## src/rtl/lif_pkg.sv

```systemverilog
// Shared definitions for the LIF neuron and its spike consumers.
//   CNT_W_DEF     : default counter width for rate / ISI / window counters
//   BURST_THR_DEF : default window count at or above which a burst is flagged
//   mon_state_t   : spike_rate_monitor FSM states
//   sat_inc       : saturating increment, width-agnostic via a 32-bit carrier
package lif_pkg;

  localparam int unsigned CNT_W_DEF     = 8;
  localparam int unsigned BURST_THR_DEF = 4;

  typedef enum logic {
    IDLE = 1'b0,
    RUN  = 1'b1
  } mon_state_t;

  // Adds inc to value unless value already sits at max_value.
  // Callers zero-extend their counter into 32 bits and truncate the result.
  function automatic logic [31:0] sat_inc(input logic [31:0] value,
                                          input logic        inc,
                                          input logic [31:0] max_value);
    logic [31:0] result;
    result = value;
    if (inc && (value != max_value)) begin
      result = value + 32'd1;
    end
    return result;
  endfunction

endpackage

```

## src/rtl/spike_edge_detect.sv

```systemverilog
// Rising-edge detector for a spike level.
//   clk, rst    : clock, synchronous active-high reset
//   spike       : spike level from the neuron
//   spike_event : high in the cycle where spike rises (spike & ~previous spike)
// The previous-sample register runs every cycle regardless of any consumer
// state, so a spike already high when a consumer starts is not an event.
module spike_edge_detect (
  input  logic clk,
  input  logic rst,
  input  logic spike,
  output logic spike_event
);

  logic spike_q;

  always_ff @(posedge clk) begin
    if (rst) begin
      spike_q <= 1'b0;
    end else begin
      spike_q <= spike;
    end
  end

  assign spike_event = spike & ~spike_q;

endmodule

```

## src/rtl/spike_rate_monitor.sv

```systemverilog
// Spike rate / inter-spike-interval monitor.
//   clk, rst    : clock, synchronous active-high reset
//   en          : run enable; low returns to IDLE and drops the partial window
//   spike       : spike level; each rising edge is one event
//   window_len  : window length minus one, latched at each window start
//   rate        : event count of the last completed window
//   rate_valid  : one-cycle pulse with each new rate / burst
//   isi         : cycles between the last two events (saturating)
//   isi_valid   : one-cycle pulse with each new isi
//   burst       : rate >= BURST_THR
// All outputs are registers; rate, isi and burst only change on a window
// end, an event, or reset.
module spike_rate_monitor
  import lif_pkg::*;
#(
  parameter int unsigned CNT_W     = CNT_W_DEF,
  parameter int unsigned BURST_THR = BURST_THR_DEF
) (
  input  logic             clk,
  input  logic             rst,
  input  logic             en,
  input  logic             spike,
  input  logic [CNT_W-1:0] window_len,
  output logic [CNT_W-1:0] rate,
  output logic             rate_valid,
  output logic [CNT_W-1:0] isi,
  output logic             isi_valid,
  output logic             burst
);

  localparam logic [31:0] CNT_MAX = (32'd1 << CNT_W) - 32'd1;

  logic spike_event;

  spike_edge_detect u_edge (
    .clk         (clk),
    .rst         (rst),
    .spike       (spike),
    .spike_event (spike_event)
  );

  mon_state_t       state_q, state_d;
  logic [CNT_W-1:0] wcnt_q, wcnt_d;        // cycles left in window, 0 = last
  logic [CNT_W-1:0] cnt_q, cnt_d;          // events so far in this window
  logic [CNT_W-1:0] isi_cnt_q, isi_cnt_d;  // cycles since the last event
  logic             have_prev_q, have_prev_d;
  logic [CNT_W-1:0] rate_q, rate_d;
  logic             rate_valid_q, rate_valid_d;
  logic [CNT_W-1:0] isi_q, isi_d;
  logic             isi_valid_q, isi_valid_d;
  logic             burst_q, burst_d;
  logic [CNT_W-1:0] win_total;             // window count including this cycle

  always_ff @(posedge clk) begin
    if (rst) begin
      state_q      <= IDLE;
      wcnt_q       <= '0;
      cnt_q        <= '0;
      isi_cnt_q    <= '0;
      have_prev_q  <= 1'b0;
      rate_q       <= '0;
      rate_valid_q <= 1'b0;
      isi_q        <= '0;
      isi_valid_q  <= 1'b0;
      burst_q      <= 1'b0;
    end else begin
      state_q      <= state_d;
      wcnt_q       <= wcnt_d;
      cnt_q        <= cnt_d;
      isi_cnt_q    <= isi_cnt_d;
      have_prev_q  <= have_prev_d;
      rate_q       <= rate_d;
      rate_valid_q <= rate_valid_d;
      isi_q        <= isi_d;
      isi_valid_q  <= isi_valid_d;
      burst_q      <= burst_d;
    end
  end

  always_comb begin
    state_d      = state_q;
    wcnt_d       = wcnt_q;
    cnt_d        = cnt_q;
    isi_cnt_d    = isi_cnt_q;
    have_prev_d  = have_prev_q;
    rate_d       = rate_q;
    isi_d        = isi_q;
    burst_d      = burst_q;
    rate_valid_d = 1'b0;
    isi_valid_d  = 1'b0;
    win_total    = CNT_W'(sat_inc(32'(cnt_q), spike_event, CNT_MAX));

    case (state_q)
      IDLE: begin
        // Events seen while idle are ignored; a fresh window starts next cycle.
        if (en) begin
          state_d     = RUN;
          wcnt_d      = window_len;
          cnt_d       = '0;
          have_prev_d = 1'b0;
          isi_cnt_d   = '0;
        end
      end
      RUN: begin
        if (!en) begin
          state_d = IDLE;
        end else begin
          // An event on the last cycle belongs to the window that is closing.
          if (wcnt_q == '0) begin
            rate_d       = win_total;
            burst_d      = (32'(win_total) >= BURST_THR);
            rate_valid_d = 1'b1;
            cnt_d        = '0;
            wcnt_d       = window_len;
          end else begin
            cnt_d  = win_total;
            wcnt_d = wcnt_q - CNT_W'(1);
          end

          if (spike_event) begin
            if (have_prev_q) begin
              isi_d       = isi_cnt_q;
              isi_valid_d = 1'b1;
            end
            isi_cnt_d   = CNT_W'(1);
            have_prev_d = 1'b1;
          end else begin
            isi_cnt_d = CNT_W'(sat_inc(32'(isi_cnt_q), 1'b1, CNT_MAX));
          end
        end
      end
      default: state_d = IDLE;
    endcase
  end

  assign rate       = rate_q;
  assign rate_valid = rate_valid_q;
  assign isi        = isi_q;
  assign isi_valid  = isi_valid_q;
  assign burst      = burst_q;

endmodule

```

## config.mk

```make
export PLATFORM = sky130hd
export DESIGN_NAME = spike_rate_monitor
export DESIGN_NICKNAME = d
export VERILOG_FILES = /design/src/rtl/lif_pkg.sv /design/src/rtl/spike_edge_detect.sv /design/src/rtl/spike_rate_monitor.sv
export SDC_FILE = /design/constraint.sdc
export NUM_CORES = 1
export LEC_CHECK = 0
export BUFFER_PORTS_ARGS = -buffer_cell sky130_fd_sc_hd__buf_4
export CAP_MARGIN = 40
export CORE_MARGIN = 5
export CORE_UTILIZATION = 55
export CTS_CLUSTER_SIZE = 16
export DETAILED_ROUTE_END_ITERATION = 10
export PLACE_DENSITY = 0.77
export SLEW_MARGIN = 15
export SYNTH_ARGS = -nofsm -noshare
export SYNTH_HDL_FRONTEND = slang
export SYNTH_HIERARCHICAL = 1
export SYNTH_SLANG_ARGS = --single-unit
```

## constraint.sdc

```tcl
create_clock -name clk -period 3.82 [get_ports clk]
set_input_delay 0.573 -clock clk [delete_from_list [all_inputs] [get_ports clk]]
set_output_delay 0.573 -clock clk [all_outputs]
set_load 0.02 [all_outputs]
```

=== Word-level counts from Yosys, hierarchy flattened ===
Index checks and enable logic that the tools add are counted.

* Add/subtract/negate cells: 3
* $mul: 0
* Divide/modulo/power cells: 0
* Order comparisons: 1
* Eq/ne operators: 6
* Shift-type cells: 0
* Muxes and demuxes: 20
* Bitwise operators: 5
* Reduce and logical (&&, ||, !) cells: 9

{| class="wikitable"
|+ Operators by type and width
! operator !! count
|-
| $mux W8 || 10
|-
| $pmux W8 S2 || 3
|-
| $add A8 B1 Y8 const B || 2
|-
| $ne A8 B8 Y1 const B || 2
|-
| $reduce_and A3 Y1 || 3
|-
| $ge A8 B3 Y1 const B || 1
|-
| $logic_not A8 Y1 || 1
|-
| $sub A8 B1 Y8 const B || 1
|-
| $mux W1 || 6
|-
| $ne A2 B2 Y1 const B || 3
|-
| $not A1 Y1 || 4
|-
| $reduce_and A4 Y1 || 1
|-
| $reduce_or A4 Y1 || 1
|-
| $ne A3 B2 Y1 const B || 1
|-
| $reduce_or A3 Y1 || 1
|-
| $pmux W1 S2 || 1
|-
| $reduce_and A2 Y1 || 1
|-
| $and A1 B1 Y1 || 1
|-
| $logic_and A1 B1 Y1 || 1
|}

* Register bits after elaboration: 46
* Latch bits: 0
* Bits in writable memories: 0
* Bits in read-only memories: 0
* Bits of input ports: 12
* Output and inout bits: 19
* Logic and storage cells: 55
* Memories kept: 0

=== Depth between registers and ports, before layout ===
* Word-level depth: 7
* Depth in mapped cells: 8
* Depth with buffers taken out: 7

=== Hierarchy ===
Netlist, hierarchy kept.

{| class="wikitable"
|+ By module, submodules not included
! module !! instances !! cells an instance !! area an instance (um^2)
|-
| spike_rate_monitor || 1 || 272 || 2184.6
|-
| spike_edge_detect || 1 || 3 || 47.5
|}

=== Least setup slack after synthesis ===
OpenSTA, ideal clock, no wires.

* Path kind: input-to-reg
* Start: input spike
* End: register rate_q[4], in the netlist rate[4]
* Arrival time: 1.788 ns
* Setup slack: 1.952 ns
* Stages: 6
* Cells stage by stage: nor2b_4 clkbuf_1 nand2_1 a311oi_1 xnor2_1 a211oi_2

* Word-level cells in the longest chain between the ends: 3

{| class="wikitable"
|+ RTL lines
! what !! RTL line !! text
|-
| start, declared || spike_rate_monitor.sv:22 || <nowiki>input logic spike,</nowiki>
|-
| $and A1 B1 Y1 || spike_edge_detect.sv:24 || <nowiki>assign spike_event = spike & ~spike_q;</nowiki>
|-
| $logic_and A1 B1 Y1 || lif_pkg.sv:23 || <nowiki>if (inc && (value != max_value)) begin</nowiki>
|-
| $mux W8 || lif_pkg.sv:23 ||
|-
| end signal, assigned || spike_rate_monitor.sv:72 || <nowiki>rate_q <= rate_d;</nowiki>
|-
| end, declared || spike_rate_monitor.sv:47 || <nowiki>logic [CNT_W-1:0] rate_q, rate_d;</nowiki>
|}

No other way between the ends.
A chain may end at the register's enable or synchronous reset.

=== Worst setup path after layout ===
* Start: register wcnt_q[0]
* End: register cnt_q[2]

* Word-level cells in the longest chain between the ends: 4

{| class="wikitable"
|+ RTL lines
! what !! RTL line !! text
|-
| start, declared || spike_rate_monitor.sv:43 || <nowiki>logic [CNT_W-1:0] wcnt_q, wcnt_d;</nowiki>
|-
| start signal, assigned || spike_rate_monitor.sv:68 || <nowiki>wcnt_q <= wcnt_d;</nowiki>
|-
| $logic_not A8 Y1 || spike_rate_monitor.sv:109 || <nowiki>if (wcnt_q == '0) begin</nowiki>
|-
| $mux W8 || spike_rate_monitor.sv:109 ||
|-
| $mux W8 || spike_rate_monitor.sv:105 || <nowiki>if (!en) begin</nowiki>
|-
| $pmux W8 S2 || spike_rate_monitor.sv:93 || <nowiki>case (state_q)</nowiki>
|-
| end signal, assigned || spike_rate_monitor.sv:69 || <nowiki>cnt_q <= cnt_d;</nowiki>
|-
| end, declared || spike_rate_monitor.sv:44 || <nowiki>logic [CNT_W-1:0] cnt_q, cnt_d;</nowiki>
|}

No other way between the ends. The select of a mux whose other input is x is not followed.

==> results.txt <==
Die X: 73.7 µm
largest net degree at the start of global routing: 42
Yosys warning total: 6
clk_lat worst skew: 0.31 ns
Mean Syn Cell Area: 8.12 µm²
core area: 0.00397 mm²
crit path max fanout: 12
initial drt markers: 121
Leak: 0.935 nW
CTS buffer count: 5
met3 usage: 0.0465
n_diodes: 0
Setup violations, final: 0
PortBufs: 30
Worst-Margin Slew: 0.866 ns
setup TNS: 0 ns
Post-CTS Setup Repair Bufs: 0
DPL Wire Length: 3290 µm
vias in the first global route: 1687
via count: 1967
most common cell after layout, fill and taps aside: dfxtp_1
EDFF count, synth: 0
post-synth cell types: 46
Slew Limit Fails: 0
setup ws final: 1.63 ns
grt met1 use: 0.248
Initial Utilization: 0.562
clock buffer depth: 2
Synth Register Bits: 46
die height: 73.7 µm
Max transition margin: 0.418
grt total ovfl: 0
Root Driver: clkbuf_8
Power Density: 377 mW/mm²
Fin Clk Skew: 0.00667 ns
Cell Area, Placed: 0.00245 mm²
Max IR drop VDD: 0.268 mV
final WL: 4720 µm
Final nets: 313
TritonCTS clock tree: built
RSZ-0062 raised after global routing: no
cell count after synthesis: 275
CP Data Arrival Time: 2.37 ns
area delta synth->final: 14.6%
clk slew on worst S/H paths: 0.08 ns
Rows: 23
Crit Path Class: reg -> reg
Syn Nets: 291
status: finished clean
GRT Total Usage: 0.183
Post-synth ARST share: 0
Startpoint Class: flip-flop
sequential-to-total area share from yosys stat: 0.413
Synth area leader: dfxtp_1
synth top area cells: dfxtp_1 41%, nand2_1 6.4%, a21oi_1 6.3%
CP Data Required Time: 4.00 ns
GR Util met2: 0.273
fin area: 0.00256 mm²
top-area cell type share of the netlist area: 0.413
DRC Markers: 0
Fillers: 357
CTS Hold Bufs: 0
Final ANT Viol Nets: 0
die area: 0.00543 mm²
I/O pin count: 31
post_cts resized: 0
RePlAce Congestion: 0.859
Max H-tree Level: 2
Vias/cell: 5.65
layout cells sized above 1: 0.161
period utilisation layout: 0.573
Hold WC Path Type: reg -> reg
Max Fclk: 0.457 GHz
Critical Path End Type: flip-flop
Hold Vio Cnt, Final: 0
ys flop type: dfxtp_1
gr busiest metal: met2
max_cap viols: 0
initial antenna violation count: 0
DR WL/cell: 13.6 µm
min Tclk post-route: 2.19 ns
Detailed Routing Iterations Pass 1: 4
global-route wire length before repair: 7730 µm
number of sinks on the clock net: 46
pre-CTS WS: 1.60 ns
Mapped Area: 0.00223 mm²
most frequent cells in the layout: 46 x dfxtp_1, 38 x nand2_1, 30 x nor2_1, 30 x buf_4, 28 x a21oi_1
## registers in the layout, indices dropped and copies added, names as in the netlist, 8 cells and up
name / count
cnt_q: 8
isi: 8
isi_cnt_q: 8
rate: 8
wcnt_q: 8
## path summary, 6_finish.rpt
check / slack, ns / cells after the start / end / startpoint
hold reg to reg: 0.45 / 2 / rate[2] / rate[2]
setup / recovery: 1.63 / 7 / cnt_q[2] / wcnt_q[0]
hold / removal: 0.45 / 2 / rate[2] / rate[2]
setup reg to reg: 1.63 / 7 / cnt_q[2] / wcnt_q[0]
## power breakdown
part / internal, W / switching (W) / total [W]
Clock: 0.000195 / 0.000163 / 0.000359
Sequential: 0.000489 / 0.0000110 / 0.000500
Combinational: 0.0000427 / 0.0000620 / 0.000105
Total: 0.000727 / 0.000236 / 0.000964
## cells in the mapped netlist (all sizes together), types with 2 or more instances
cell and count:
dfxtp 46, nand3 7, nand2 38, buf 4
xnor2 8, nor4b 2, inv 8, a21o 2
a211oi 5, nand2b 2, a31oi 3, mux2i 2
nor4 3, nor2b 5, ha 4, or3 2
clkbuf 12, a22oi 10, a21oi 28, mux2 3
and3 2, nor2 30, nand4 7, o21ai 15
nor3 11, o31ai 3
## logic make-up (layout without fill, tap and decap cells)
family          Yosys count  after routing  synth area share
compound gates           73             73             0.202
flops                    46             46             0.413
xor+xnor                  9              9            0.0353
fa+ha+maj                 4              4            0.0224
mux                       5              5            0.0241
simple gates            114            114             0.256
buf+inv                  24             47            0.0476
## final cells by class
| class | instances | area, µm² | area share |
|---|---|---|---|
| clock buffer | 6 | 72.6 | 0.0284 |
| clock inverter | 2 | 37.5 | 0.0147 |
| inverter | 8 | 30.0 | 0.0117 |
| multi-input combinational | 205 | 1200 | 0.471 |
| sequential | 46 | 921 | 0.360 |
| tap | 50 | 62.6 | 0.0244 |
| timing repair buffer | 31 | 230 | 0.0900 |
## stage by stage
stage	power [W]	utilization	hold slack, ns	instances
floorplan	0.000589	-	0.457	275
global placement	0.000614	0.615	0.440	339
detailed placement	0.000616	0.617	0.443	340
CTS	0.000975	0.644	0.455	348
global route	0.00101	0.644	0.472	348
finish	0.000964	0.644	0.455	348
## critical path, stage by stage, from the launching register on
cell and delay [ns]:
dfxtp_1 0.34, inv_1 0.12, ha_1 0.18, or4b_4 0.51, o21ai_2 0.44, nor2_1 0.21
a22oi_1 0.21, nor2_1 0.05
## layer usage
metal,vias up,routed length (µm)
met5,-,0
met4,0,82
met3,6,223
met2,43,2180
met1,904,2240
li1,1014,-
Power figures use the tool's default switching activity.
